`src/rtl/uart_tx_fifo.sv`:
```
// Buffered UART transmitter: a circular FIFO feeding a frame serialiser
// (start, LSB-first data, optional parity, 1-2 stop bits) with back-to-back frames.
module uart_tx_fifo #(
    parameter int unsigned DATA_BITS    = 8,
    parameter int unsigned CLKS_PER_BIT = 10,
    parameter int unsigned FIFO_DEPTH   = 16,
    parameter int unsigned PARITY_EN    = 0,
    parameter int unsigned PARITY_ODD   = 0,
    parameter int unsigned STOP_BITS    = 1
) (
    input  logic                                 clk,
    input  logic                                 rst,
    input  logic                                 wr_en,
    input  logic [DATA_BITS-1:0]                 wr_data,
    output logic                                 full,
    output logic                                 empty,
    output logic [$clog2(FIFO_DEPTH+1)-1:0]      count,
    output logic                                 overrun,
    output logic                                 busy,
    output logic                                 done,
    output logic                                 tx_out
);

    localparam int unsigned PTR_W  = $clog2(FIFO_DEPTH);
    localparam int unsigned CNT_W  = $clog2(FIFO_DEPTH + 1);
    localparam int unsigned TICK_W = $clog2(CLKS_PER_BIT);
    localparam int unsigned IDX_W  = 4;

    typedef enum logic [2:0] {IDLE, START, DATA, PARITY, STOP} state_t;

    logic [DATA_BITS-1:0] mem [FIFO_DEPTH];
    logic [PTR_W-1:0]     wr_ptr, rd_ptr;
    logic [CNT_W-1:0]     count_nxt;
    logic                 wr_ok, pop;

    state_t               state, state_nxt;
    logic [TICK_W-1:0]    tick_cnt, tick_nxt;
    logic [IDX_W-1:0]     bit_idx, idx_nxt;
    logic [DATA_BITS-1:0] shreg, sh_nxt;
    logic                 par_acc, par_nxt;
    logic                 tx_nxt, done_nxt, tick_last;

    assign wr_ok     = wr_en && !full;
    assign tick_last = (tick_cnt == TICK_W'(CLKS_PER_BIT - 1));

    // Occupancy after this edge; a simultaneous write and pop cancel out.
    always_comb begin
        count_nxt = count;
        case ({wr_ok, pop})
            2'b10:   count_nxt = CNT_W'(count + 1'b1);
            2'b01:   count_nxt = CNT_W'(count - 1'b1);
            default: count_nxt = count;
        endcase
    end

    always_ff @(posedge clk) begin
        if (rst) begin
            wr_ptr  <= '0;
            rd_ptr  <= '0;
            count   <= '0;
            full    <= 1'b0;
            empty   <= 1'b1;
            overrun <= 1'b0;
        end else begin
            overrun <= wr_en && full;
            if (wr_ok) wr_ptr <= PTR_W'(wr_ptr + 1'b1);
            if (pop)   rd_ptr <= PTR_W'(rd_ptr + 1'b1);
            count   <= count_nxt;
            full    <= (count_nxt == CNT_W'(FIFO_DEPTH));
            empty   <= (count_nxt == '0);
        end
    end

    always_ff @(posedge clk) begin
        if (!rst && wr_ok) mem[wr_ptr] <= wr_data;
    end

    // Serialiser next-state; pops happen from IDLE or straight out of the last stop bit.
    always_comb begin
        state_nxt = state;
        tick_nxt  = tick_last ? '0 : TICK_W'(tick_cnt + 1'b1);
        idx_nxt   = bit_idx;
        sh_nxt    = shreg;
        par_nxt   = par_acc;
        pop       = 1'b0;
        done_nxt  = 1'b0;
        case (state)
            IDLE: begin
                tick_nxt = '0;
                if (!empty) begin
                    pop       = 1'b1;
                    sh_nxt    = mem[rd_ptr];
                    par_nxt   = 1'b0;
                    idx_nxt   = '0;
                    state_nxt = START;
                end
            end
            START: begin
                if (tick_last) begin
                    idx_nxt   = '0;
                    state_nxt = DATA;
                end
            end
            DATA: begin
                if (tick_last) begin
                    sh_nxt  = shreg >> 1;
                    par_nxt = par_acc ^ shreg[0];
                    if (bit_idx == IDX_W'(DATA_BITS - 1)) begin
                        idx_nxt   = '0;
                        state_nxt = (PARITY_EN != 0) ? PARITY : STOP;
                    end else begin
                        idx_nxt = IDX_W'(bit_idx + 1'b1);
                    end
                end
            end
            PARITY: begin
                if (tick_last) begin
                    idx_nxt   = '0;
                    state_nxt = STOP;
                end
            end
            STOP: begin
                if (tick_last) begin
                    if (bit_idx == IDX_W'(STOP_BITS - 1)) begin
                        done_nxt = 1'b1;
                        idx_nxt  = '0;
                        if (!empty) begin
                            pop       = 1'b1;
                            sh_nxt    = mem[rd_ptr];
                            par_nxt   = 1'b0;
                            state_nxt = START;
                        end else begin
                            state_nxt = IDLE;
                        end
                    end else begin
                        idx_nxt = IDX_W'(bit_idx + 1'b1);
                    end
                end
            end
            default: state_nxt = IDLE;
        endcase

        tx_nxt = 1'b1;
        case (state_nxt)
            START:   tx_nxt = 1'b0;
            DATA:    tx_nxt = sh_nxt[0];
            PARITY:  tx_nxt = par_nxt ^ 1'(PARITY_ODD);
            default: tx_nxt = 1'b1;
        endcase
    end

    always_ff @(posedge clk) begin
        if (rst) begin
            state    <= IDLE;
            tick_cnt <= '0;
            bit_idx  <= '0;
            shreg    <= '0;
            par_acc  <= 1'b0;
            tx_out   <= 1'b1;
            busy     <= 1'b0;
            done     <= 1'b0;
        end else begin
            state    <= state_nxt;
            tick_cnt <= tick_nxt;
            bit_idx  <= idx_nxt;
            shreg    <= sh_nxt;
            par_acc  <= par_nxt;
            tx_out   <= tx_nxt;
            busy     <= (state_nxt != IDLE);
            done     <= done_nxt;
        end
    end

endmodule
```
`config.mk`:
```
export PLATFORM = sky130hd
export DESIGN_NAME = uart_tx_fifo
export DESIGN_NICKNAME = d
export VERILOG_FILES = /design/src/rtl/uart_tx_fifo.sv
export SDC_FILE = /design/constraint.sdc
export NUM_CORES = 1
export LEC_CHECK = 0
export ABC_AREA = 1
export ABC_CLOCK_PERIOD_IN_PS = 2100
export BUFFER_PORTS_ARGS = -buffer_cell sky130_fd_sc_hd__buf_4
export CAP_MARGIN = 40
export CELL_PAD_IN_SITES_DETAIL_PLACEMENT = 1
export CELL_PAD_IN_SITES_GLOBAL_PLACEMENT = 1
export CORE_ASPECT_RATIO = 2
export CORE_MARGIN = 2
export CORE_UTILIZATION = 45
export CTS_CLUSTER_SIZE = 30
export DETAILED_ROUTE_END_ITERATION = 8
export HOLD_SLACK_MARGIN = 0.12
export PLACE_DENSITY = 0.83
export SYNTH_ARGS = -nofsm -noshare
export SYNTH_HDL_FRONTEND = slang
export SYNTH_SLANG_ARGS = --single-unit
export TNS_END_PERCENT = 30
```
`constraint.sdc`:
```
create_clock -name clk -period 2.1 [get_ports clk]
set_clock_uncertainty 0.05 [all_clocks]
set_input_delay 0.315 -clock clk [delete_from_list [all_inputs] [get_ports clk]]
set_output_delay 0.315 -clock clk [all_outputs]
set_load 0.02 [all_outputs]
```
== Word-level counts from Yosys, hierarchy flattened ==
Memories as Yosys holds them, arrays and structs flattened. A register that Yosys moved wholly into a read port is not among the register bits.
Index checks and enable logic that the tools add are counted.

* $add $sub $neg: 6
* Eq/ne operators: 17
* Muxes and demuxes: 37
* Bitwise gates (word level): 3
* Reduce and logical (&&, ||, !) cells: 16

{| class="wikitable"
|+ Operator list
! kind !! number
|-
| $mux 4 || 8
|-
| $mux 8 || 4
|-
| $pmux 8 s3 || 1
|-
| $mux 3 || 7
|-
| $add 4x1->4 const B || 4
|-
| $pmux 4 s4 || 1
|-
| $pmux 3 s5 || 1
|-
| $eq 3x2->1 const B || 4
|-
| $mux 1 || 11
|-
| $pmux 5 s2 || 1
|-
| $ne 2x2->1 const B || 4
|-
| $eq 3x1->1 const B || 2
|-
| $pmux 1 s3 || 2
|-
| $reduce_bool 3->1 || 2
|-
| $reduce_or 3->1 || 2
|-
| $add 5x1->5 const B || 1
|-
| $eq 5x5->1 const B || 1
|-
| $logic_not 5->1 || 1
|-
| $reduce_and 5->1 || 1
|-
| $sub 5x1->5 const B || 1
|-
| $eq 4x3->1 const B || 1
|-
| $eq 4x4->1 const B || 1
|-
| $logic_not 4->1 || 1
|-
| $reduce_and 4->1 || 1
|-
| other kinds (12) || 16
|}

* Flip-flop bits (word level): 39
* Bits in writable memories: 128
* Input port bits: 11
* Word-level logic and storage cells: 95
* Memories: 1

{| class="wikitable"
|+ Memory list
! name !! words !! bits a word !! read ports !! clocked after Yosys merged registers in !! write ports !! line !! RTL
|-
| mem || 16 || 8 || 1 || 1 || 1 || 31 || <nowiki>logic [DATA_BITS-1:0] mem [FIFO_DEPTH];</nowiki>
|}

== Longest topological paths before layout ==
Gate-level depths: netlist of the first run.

* Word-level depth: 7
* Gate-level depth with buffers: 21
* Mapped depth without buffers: 21

== Worst setup path before layout of the first run ==
OpenSTA, ideal clock, no wires.

* Kind: register to register
* Start: register bit_idx[0]
* End: register count[4]
* Library setup time: 110 ps
* Arrival time: 1999 ps
* Data required time: 1940 ps
* Path slack: -59 ps
* Stages on the path, launching flop included: 22
* Path buffers: 1
* Period minus slack after synthesis: 2159 ps
* Path through: dfxtp_1 > inv_1 > ha_1 > nand3_1 > nor2_2 > nand2_1 > nand2_2 > buf_6 > nand3_2 > nand2_1 > inv_2 > ha_1 > a21oi_1 > inv_1 > nand3_2 > nor2_1 > nand2_1 > nand3_1 > nand2_1 > nand2_2 > nand2_2 > inv_1

* Cells in the longest elaborated chain, start to end: 6
* Elaborated cells between the ends (all ways): 7

{| class="wikitable"
|+ Ends and longest elaborated chain
! item !! line !! RTL
|-
| start, declared || 38 || <nowiki>logic [IDX_W-1:0] bit_idx, idx_nxt;</nowiki>
|-
| start signal, assigned || 165 || <nowiki>bit_idx <= idx_nxt;</nowiki>
|-
| $logic_not 4->1 (*) || 124 || <nowiki>if (bit_idx == IDX_W'(STOP_BITS - 1)) begin</nowiki>
|-
| $mux 1 (*) || 124 ||
|-
| $mux 1 (*) || 123 || <nowiki>if (tick_last) begin</nowiki>
|-
| $pmux 1 s2 (*) || 87 || <nowiki>case (state)</nowiki>
|-
| $eq 2x1->1 / $eq 2x2->1 (equally long branches) || 49 || <nowiki>case ({wr_ok, pop})</nowiki>
|-
| $pmux 5 s2 (*) || 49 ||
|-
| end signal, assigned || 68 || <nowiki>count <= count_nxt;</nowiki>
|-
| end, declared || 17 || <nowiki>output logic [$clog2(FIFO_DEPTH+1)-1:0] count,</nowiki>
|}

Mark *: on every way between the ends. The rest lies on a longest branch, timed or not.
A chain may end at the register's enable or synchronous reset.

== Worst setup path after layout of the first run ==
* Start: register bit_idx[1]
* End: register full

* Cells in the longest elaborated chain, start to end: 7
* Elaborated cells between the ends (all ways): 8

{| class="wikitable"
|+ Ends and longest elaborated chain
! item !! line !! RTL
|-
| $logic_not 4->1 (*) || 124 ||
|-
| $mux 1 (*) || 124 ||
|-
| $mux 1 (*) || 123 ||
|-
| $pmux 1 s2 (*) || 87 ||
|-
| $eq 2x1->1 / $eq 2x2->1 (equally long branches) || 49 ||
|-
| $pmux 5 s2 (*) || 49 ||
|-
| $eq 5x5->1 (*) || 69 || <nowiki>full <= (count_nxt == CNT_W'(FIFO_DEPTH));</nowiki>
|-
| end signal, assigned || 69 ||
|-
| end, declared || 15 || <nowiki>output logic full,</nowiki>
|}

Marked as above.

==> metrics.txt, run 1 <==
Final WS setup=-0.136 ns; Required @ worst endpoint=2.38 ns; Syn Area/Cell=10.7 sq um; input/output buffers=21; Buf/Inv on CP=3; met2 routed WL=12500 microns; later-pin clock latency in the skew report=0.44 ns; Clk pin slew, worst setup/hold paths=0.07 ns; worst-path cell chain=inv_2, ha_4, nand3_2, nor2_2, nand2_1, nand2_2, nand2_2, nand2_2, nand2_2, inv_2, ha_4, a21oi_2, inv_1, nand3_2, o21ai_2, nand3_1, nand2_1, nand2_2, nand2_2, nor2_2; final net count=783; I/O pin count=22; Slew headroom=0.700; most frequent cell after synthesis=edfxtp_1; cts bufs inserted=17; final setup fails=4; CP Capture Type=flop; clock sinks=171; actual slew at the worst max-slew pin=0.449 ns; cells on worst reg2reg path=20; Die H=184 microns; Area Growth Syn to Fin=21.3%; Tcrit/Tclk final=1.06; Pre-antenna DRT Iters=5; synth top area cells=edfxtp_1 53%, dfxtp_1 12%, nor2_1 5.8%, o21ai_0 4.2%, nand2_1 3.7%; Max Cap Viol=0; H-tree levels=4; vias per inst=5.75; diode count=0; initial antenna violation count=0; critical path type=reg2reg; Hold Startpoint=wr_data[1]; TritonCTS clock tree=yes; hold path cells=1; maximum clock frequency=0.447 GHz; Met1 Wirelength=7020 microns; DRC=0; Reg-to-Reg End=full; Crit Path Max Fanout=4; fin util=0.558; outcome=complete, but fails checks; GPL Wtd Cong=0.881; Slowest cell on crit path=dfxtp_2; Post-synth top cells=128 x edfxtp_1, 113 x nor2_1, 71 x nand2_1; Iteration-0 DRC Markers=352; post-synthesis cell count=681; met3 wire length=852 microns; share of the synthesized area in the top cell type=0.527; maximum VDD drop=0.759 mV; total detailed-routing wirelength=21600 microns; Hold Vio Cnt, Final=0; Largest stage delay, worst path=0.33 ns; flop2flop setup slack=-0.14 ns; hpwl dp=14600 microns; first-pass GRT wire length=33700 microns; Synth cell types=36; Hold Path End=mem[6][1]; EDFF count, synth=128; initial core utilization=0.460; Synth Cell Area=7290 sq um; Top FF cell, synth=edfxtp_1; Critical R2R Launch=bit_idx[1]; die area=17300 sq um; RSZ-0062 raised after global routing=yes; routed vias=5606; Avg WL per Cell=22.1 microns; FF+latch count, synth=171; area leader, netlist=edfxtp_1; share of cells above drive strength 1=0.239; vias in the first global route=6261; Post-synth ARST share=0; yosys warns=0; setup TNS=-0.353 ns; crit path DAT=2.52 ns; max layer used=met4; Design Power=10.8 mW; Most common cell on crit path=nand2_2; Synth Net Count=703; root buffer cell=clkbuf_16; failing checks=setup timing; Seq/Total Area, Yosys=0.645; delay-heaviest family, CP=simple AND/OR/NAND/NOR gates; post-route ant nets=0; Leakage Power=3.26 nW; Die W=94.0 microns; gr usage total=0.264; largest net degree at the start of global routing=33; type of origin of the critical path=flop; Max Buffers Root-to-Sink=2; Hold WC Path Type=in2reg; Final min period=2.24 ns; core area=15900 sq um; row count=65; total gr overflow=0; Final Slew Violations=0; Power Dens Cells=1220 nW/um^2
[final cells by class]
type                            instances  area (sq um)
Clock inverter                         15           176
Sequential cell                       171          4710
Clock buffer                           17           425
Timing Repair Buffer                   92           747
Multi-Input combinational cell        425          2320
Fill cell                            1692          7010
Inverter                               54           206
Tap cell                              201           251
[where the power goes]
group	switching (mW)	internal, mW
clock	1.42	1.79
combinational	2.15	1.31
sequential	0.238	3.87
total	3.81	6.97
[per-stage QoR]
stage	setup slack [ns]	cells	hold WS [ns]	instance area (sq um)
detailed placement	-0.198	932	0.428	8080
CTS	-0.109	971	0.152	8770
global placement	-0.0629	932	0.413	8080
floorplan	0.00894	681	0.364	7320
finish	-0.136	975	0.173	8840
global route	-0.317	975	0.168	8840
[logic make-up (layout without fill, tap and decap cells)]
kind of cell / Yosys count / count (layout) / share of synthesized area
flip-flops: 171 / 171 / 0.645
adder cells (fa/ha/maj): 11 / 11 / 0.0189
AND/OR/NAND/NOR: 261 / 261 / 0.156
buffers and inverters: 85 / 178 / 0.0484
XOR/XNOR: 5 / 5 / 0.00600
multiplexers: 2 / 2 / 0.00274
AO/OA/AOI/OAI: 146 / 146 / 0.123
[layout by cell type (no fill, tap or decap), types with 2 or more instances in the layout]
| master | instances |
|---|---|
| a211oi_1 | 2 |
| a21oi_1 | 26 |
| a221oi_1 | 4 |
| a31oi_1 | 2 |
| buf_12 | 4 |
| buf_4 | 86 |
| bufinv_16 | 2 |
| clkbuf_16 | 17 |
| clkinvlp_4 | 3 |
| dfxtp_1 | 38 |
| dfxtp_2 | 4 |
| edfxtp_1 | 128 |
| ha_1 | 8 |
| ha_4 | 2 |
| inv_1 | 43 |
| inv_2 | 10 |
| inv_6 | 7 |
| mux2i_1 | 2 |
| nand2_1 | 67 |
| nand2_2 | 13 |
| nand3_1 | 34 |
| nand3_2 | 7 |
| nand4_1 | 3 |
| nor2_1 | 110 |
| nor2_2 | 9 |
| nor3_1 | 9 |
| o211ai_1 | 28 |
| o21ai_0 | 57 |
| o21ai_1 | 4 |
| o21ai_2 | 3 |
| o221ai_1 | 13 |
| o22ai_1 | 2 |
| or2_2 | 6 |
| xor2_1 | 4 |
[state kept, by name (all words and copies together), names as in the netlist, 3 cells and up, named ones only]
name,count
tick_cnt,4
shreg,8
rd_ptr,4
state,3
mem,128
count,5
bit_idx,4
wr_ptr,4
[worst max-delay path by stage]
stage / startpoint / endpoint / slack [ns] / cells past startpoint
after CTS: bit_idx[1] / full / -0.11 / 21
final: bit_idx[1] / full / -0.14 / 20
after floorplan: bit_idx[0] / count[4] / 0.009 / 21
after global placement: bit_idx[0] / empty / -0.06 / 16
after detailed placement: bit_idx[0] / full / -0.20 / 20
after global routing: bit_idx[1] / full / -0.32 / 20
[layer usage]
| metal | global-route usage | vias to the layer above |
|---|---|---|
| met3 | 0.0455 | 81 |
| li1 | - | 2555 |
| met2 | 0.504 | 192 |
| met4 | 0.154 | 0 |
| met1 | 0.256 | 2778 |
| met5 | 0 | - |
[timing repair]
item,4_1_cts,5_1_grt
hold buffers,1,0
pin swaps,9,6
endpoints found under the setup margin,6,14
setup buffers,6,4
hold endpoints to repair,1,0
gates resized for setup,9,17
Note: power is estimated with default switching activity, not from simulation.
==> run 2: changes to the inputs <==
--- a/config.mk
+++ b/config.mk
@@ -5,7 +5,6 @@
 export SDC_FILE = /design/constraint.sdc
 export NUM_CORES = 1
 export LEC_CHECK = 0
-export ABC_AREA = 1
 export ABC_CLOCK_PERIOD_IN_PS = 2100
 export BUFFER_PORTS_ARGS = -buffer_cell sky130_fd_sc_hd__buf_4
 export CAP_MARGIN = 40
@@ -13,11 +12,11 @@
 export CELL_PAD_IN_SITES_GLOBAL_PLACEMENT = 1
 export CORE_ASPECT_RATIO = 2
 export CORE_MARGIN = 2
-export CORE_UTILIZATION = 45
+export CORE_UTILIZATION = 47
 export CTS_CLUSTER_SIZE = 30
 export DETAILED_ROUTE_END_ITERATION = 8
 export HOLD_SLACK_MARGIN = 0.12
-export PLACE_DENSITY = 0.83
+export PLACE_DENSITY = 0.81
 export SYNTH_ARGS = -nofsm -noshare
 export SYNTH_HDL_FRONTEND = slang
 export SYNTH_SLANG_ARGS = --single-unit
==> run 2 against run 1 <==
Compared with the run above: the flow still finishes with violations (setup timing); cell count down 23%; worst setup slack worse by 0.45 ns; clock power down 6.2%; combinational power down 14%; total power down 7.8%; cell area down 1.7%; largest power group unchanged; highest routed layer unchanged.
==> metrics.txt, run 2 <==
outcome=complete, but fails checks; initial antenna violation count=0; first-pass GRT wire length=28300 microns; hpwl dp=13100 microns; Critical Path End=full; critical path type=reg2reg; crit path DAT=2.96 ns; Regs by FF count=mem x128, shreg x8, count x5; Slowest cell on crit path=dfxtp_2; Crit Path Max Fanout=8; actual slew at the worst max-slew pin=0.423 ns; Post-synth ARST share=0; Required @ worst endpoint=2.38 ns; total gr overflow=0; Iteration-0 DRC Markers=186; most frequent cells in the layout=128 x edfxtp_1, 93 x buf_4, 51 x nor2_1; largest net degree at the start of global routing=26; Hold Vio Cnt, Final=0; total detailed-routing wirelength=18200 microns; design area=8700 sq um; Largest stage delay, worst path=0.35 ns; maximum VDD drop=0.870 mV; Seq/Total Area, Yosys=0.668; Post-Layout Cell Count=752; RSZ-0062 raised after global routing=yes; final net count=566; H-tree levels=4; hold_ws=0.150 ns; Synth Cell Area=7040 sq um; final setup fails=14; vias in the first global route=4909; input/output buffers=21; TritonCTS clock tree=yes; root buffer cell=clkbuf_16; post-synthesis cell count=447; most common cell after layout, fill and taps aside=edfxtp_1; Max Buffers Root-to-Sink=2; synth top area cells=edfxtp_1 55%, dfxtp_1 12%, mux4_2 11%, nor2_1 2.9%, mux4_1 2.6%; maximum clock frequency=0.373 GHz; Die W=90.5 microns; Leakage Power=3.03 nW; EDFF count, synth=128; diode count=0; worst-path cell chain=inv_2, ha_4, and3b_2, buf_4, a21oi_4, nor2_4, ha_4, mux2_4, o31ai_4, mux2_4, o211ai_1, o21ba_1; Slew headroom=0.716; Area Growth Syn to Fin=23.5%; share of cells above drive strength 1=0.368; row count=63; Syn Area/Cell=15.7 sq um; Final min period=2.68 ns; Synth Net Count=469; Reg-to-Reg End=full; Critical R2R Launch=tick_cnt[1]; share of the synthesized area in the top cell type=0.546; max reg flops=128; I/O pin count=22; DRC=0; FF+latch count, synth=171; post-route ant nets=0; initial core utilization=0.478; Synth cell types=57; type of origin of the critical path=flop; area leader, netlist=edfxtp_1; Power Dens Cells=1140 nW/um^2; Final Slew Violations=0; later-pin clock latency in the skew report=0.43 ns; vias per inst=5.75; Pre-antenna DRT Iters=4; yosys warns=0; most frequent cell after synthesis=edfxtp_1; placed insts=710; Tcrit/Tclk final=1.28; gr usage total=0.242; failing checks=setup timing; GPL Wtd Cong=0.929; clock sinks=171; routed vias=4323; fin util=0.590; CP Capture Type=flop; Final WS setup=-0.582 ns; dpl ws=-0.605 ns; Top FF cell, synth=edfxtp_1; cells on worst reg2reg path=12; flop2flop setup slack=-0.58 ns; Post-synth top cells=128 x edfxtp_1, 55 x nor2_1, 43 x dfxtp_1; die area=16000 sq um; Area after DPL=7940 sq um; Hold WC Path Type=in2reg; Max Cap Viol=0; Avg WL per Cell=24.3 microns; register name with the most flops=mem; Die H=177 microns; Clk pin slew, worst setup/hold paths=0.07 ns; Worst Setup SP=tick_cnt[1]; core area=14700 sq um; cts bufs inserted=17
==> run 2: changes by cell type after synthesis, moves of 25 or more <==
| cell | delta |
|---|---|
| mux4_2 | +33 |
| o211ai_1 | -25 |
| inv_1 | -38 |
| o21ai_0 | -55 |
| nand2_1 | -48 |
| nor2_1 | -58 |
| nand3_1 | -34 |
==> run 2: metrics by stage <==
step,setup TNS [ns],power [mW]
6_report,-3.25,9.95
5_1_grt,-4.64,10.3
4_1_cts,-3.29,9.94
3_5_place_dp,-3.80,6.71
3_3_place_gp,-2.64,6.56
2_1_floorplan,-2.14,5.77
==> run 2: cells by family (layout without fill, tap and decap cells) <==
| group | Yosys count | after routing | synth area share |
|---|---|---|---|
| AO/OA/AOI/OAI | 56 | 56 | 0.0547 |
| XOR/XNOR | 9 | 9 | 0.0112 |
| adder cells (fa/ha/maj) | 11 | 11 | 0.0196 |
| buffers and inverters | 31 | 141 | 0.0231 |
| flip-flops | 171 | 171 | 0.668 |
| multiplexers | 45 | 45 | 0.139 |
| AND/OR/NAND/NOR | 124 | 124 | 0.0839 |
==> run 2: routing by layer <==
| metal | track usage | part of all wire |
|---|---|---|
| met5 | 0 | 0 |
| met4 | 0.125 | 0.036 |
| met3 | 0.0545 | 0.033 |
| met2 | 0.473 | 0.60 |
| met1 | 0.229 | 0.33 |
==> run 2: area by class of cell <==
class / count / area, sq um
multi-input combinational: 245 / 2330
inverter: 9 / 33.8
clock buffer: 18 / 429
sequential: 171 / 4710
timing repair buffer: 100 / 811
clock inverter: 14 / 136
tap: 195 / 244
fill: 1402 / 6040
==> run 2: report_power, final <==
group	switching (mW)	internal, mW
Combinational	1.46	1.51
Sequential	0.146	3.82
Clock	1.35	1.66
Total	2.96	6.99
==> run 2: worst min-delay path by stage <==
stage,from,end,slack (ns),cells after the start
final,wr_data[4],mem[6][4],0.15,1
after global routing,wr_data[7],mem[5][7],0.14,1
after CTS,wr_data[7],mem[6][7],0.13,1
after detailed placement,rd_ptr[3],rd_ptr[3],0.45,2
after global placement,shreg[7],shreg[6],0.43,2
after floorplan,wr_data[0],mem[0][0],0.36,0
==> run 2: worst max-delay path, delay by kind of cell (launching register included) <==
| kind | cells | cell delay (ns) |
|---|---|---|
| simple gates | 2 | 0.27 |
| fa+ha+maj | 2 | 0.34 |
| flops | 1 | 0.35 |
| buf+inv | 2 | 0.20 |
| compound gates | 4 | 0.77 |
| mux | 2 | 0.61 |
==> run 2: repair_timing <==
item	4_1_cts	5_1_grt
resized for setup	27	8
hold endpoints to repair	1	0
buffers inserted	7	2
pin swaps	7	5
endpoints found under the setup margin	15	16
hold buffers	1	0
==> run 3: changes to the inputs <==
--- a/config.mk
+++ b/config.mk
@@ -17,6 +17,7 @@
 export DETAILED_ROUTE_END_ITERATION = 8
 export HOLD_SLACK_MARGIN = 0.12
 export PLACE_DENSITY = 0.81
+export SETUP_SLACK_MARGIN = 0.05
 export SYNTH_ARGS = -nofsm -noshare
 export SYNTH_HDL_FRONTEND = slang
 export SYNTH_SLANG_ARGS = --single-unit
==> run 3 against run 2 <==
Compared with the run above: the flow still finishes with violations (setup timing); cell area decreased by 0.66%; worst hold slack got worse by 0.0096 ns; highest routed layer unchanged; flip-flop and latch count unchanged; combinational power decreased by 3%.
==> metrics.txt, run 3 (synthesis gave the netlist of run 2 again) <==
outcome=complete, but fails checks; failing checks=setup timing; fin util=0.586; total detailed-routing wirelength=18600 microns; TritonCTS clock tree=yes; type of origin of the critical path=flop; final setup fails=15; Area Growth Syn to Fin=22.7%; Pre-antenna DRT Iters=5; max reg flops=128; root buffer cell=clkbuf_16; Slew headroom=0.702; cts bufs inserted=17; die area=16000 sq um; core area=14700 sq um; Hold Vio Cnt, Final=0; I/O pin count=22; Design Power=9.94 mW; register name with the most flops=mem; Final WS setup=-0.594 ns; Power Dens Cells=1150 nW/um^2; Regs by FF count=mem x128, shreg x8, count x5; # fillers=1407; largest net degree at the start of global routing=23; Area after DPL=7880 sq um; vias per inst=5.88; Iteration-0 DRC Markers=200; clock sinks=171; routed vias=4362; Crit Path Max Fanout=4; RSZ-0062 raised after global routing=yes; post-route ant nets=0; hold_ws=0.140 ns; diode count=0; actual slew at the worst max-slew pin=0.446 ns; Max Buffers Root-to-Sink=2; Required @ worst endpoint=2.39 ns; H-tree levels=4; Die W=90.5 microns; placed insts=701; CP Capture Type=flop; Final Slew Violations=0; first-pass GRT wire length=28400 microns; setup TNS=-4.01 ns; most frequent cells in the layout=128 x edfxtp_1, 82 x buf_4, 52 x nor2_1; dpl ws=-0.617 ns; row count=63; initial core utilization=0.478; share of cells above drive strength 1=0.355; DRC=0; Avg WL per Cell=25.0 microns; Clk pin slew, worst setup/hold paths=0.07 ns; total gr overflow=0; GPL Wtd Cong=0.846; final net count=556; hpwl dp=12800 microns; Die H=177 microns; Hold WC Path Type=in2reg; most common cell after layout, fill and taps aside=edfxtp_1; Leakage Power=3.02 nW; initial antenna violation count=0; critical path type=reg2reg; vias in the first global route=4949; Tcrit/Tclk final=1.28; maximum VDD drop=0.773 mV; Max Cap Viol=0; gr usage total=0.244; input/output buffers=21; crit path DAT=2.98 ns; maximum clock frequency=0.371 GHz; design area=8640 sq um; Final min period=2.69 ns; Post-Layout Cell Count=742; later-pin clock latency in the skew report=0.42 ns
[run 3: cell count changes in the layout (fill, tap and decap cells not counted), sizes merged]
cell      previous run  this run
bufbuf               0         1
clkinv               5         6
inv                 14        16
buf                 99        88
clkinvlp             3         0
[run 3: final timing paths]
kind | start | to | slack (ns) | depth (start not counted)
setup / recovery | tick_cnt[1] | empty | -0.59 | 13
hold / removal | wr_data[3] | mem[13][3] | 0.14 | 1
setup reg to reg | tick_cnt[1] | empty | -0.59 | 13
hold reg to reg | wr_ptr[0] | wr_ptr[0] | 0.51 | 2
[run 3: timing repair]
action	CTS	global route
gates cloned	1	0
setup endpoints to repair	15	19
gates resized for setup	23	8
endpoints found under the hold margin	1	0
setup buffers	5	2
pin swaps	9	6
hold buffers	1	0
[run 3: layer usage]
metal / vias up / GRT usage / routed length, microns
met1: 2272 / 0.232 / 6170
met4: 0 / 0.124 / 806
met3: 54 / 0.0507 / 497
li1: 1924 / - / -
met2: 112 / 0.479 / 11100
met5: - / 0 / 0
[run 3: layout make-up]
class / count / area, sq um / share of cell area
Sequential cell: 171 / 4710 / 0.546
Multi-Input combinational cell: 245 / 2330 / 0.270
Timing Repair Buffer: 90 / 752 / 0.0871
Clock buffer: 18 / 450 / 0.0521
Tap cell: 195 / 244 / 0.0282
Clock inverter: 14 / 116 / 0.0135
Inverter: 9 / 33.8 / 0.00391
[run 3: where the power goes]
group | switching, mW | internal [mW] | total (mW) | leakage [nW]
Sequential | 0.203 | 3.82 | 4.02 | 1.51
Combinational | 1.38 | 1.52 | 2.89 | 1.22
Clock | 1.32 | 1.70 | 3.03 | 0.294
[run 3: worst max-delay path, stage by stage, from the launching register on]
cell      delay (ns)
dfxtp_2         0.34
inv_2           0.04
ha_4            0.15
and3b_2         0.24
a21o_1          0.20
nand2_2         0.10
xnor2_2         0.12
ha_2            0.22
a21oi_2         0.06
o31ai_2         0.26
nor2_1          0.11
a221oi_2        0.33
o211ai_1        0.15
a211oi_1        0.22
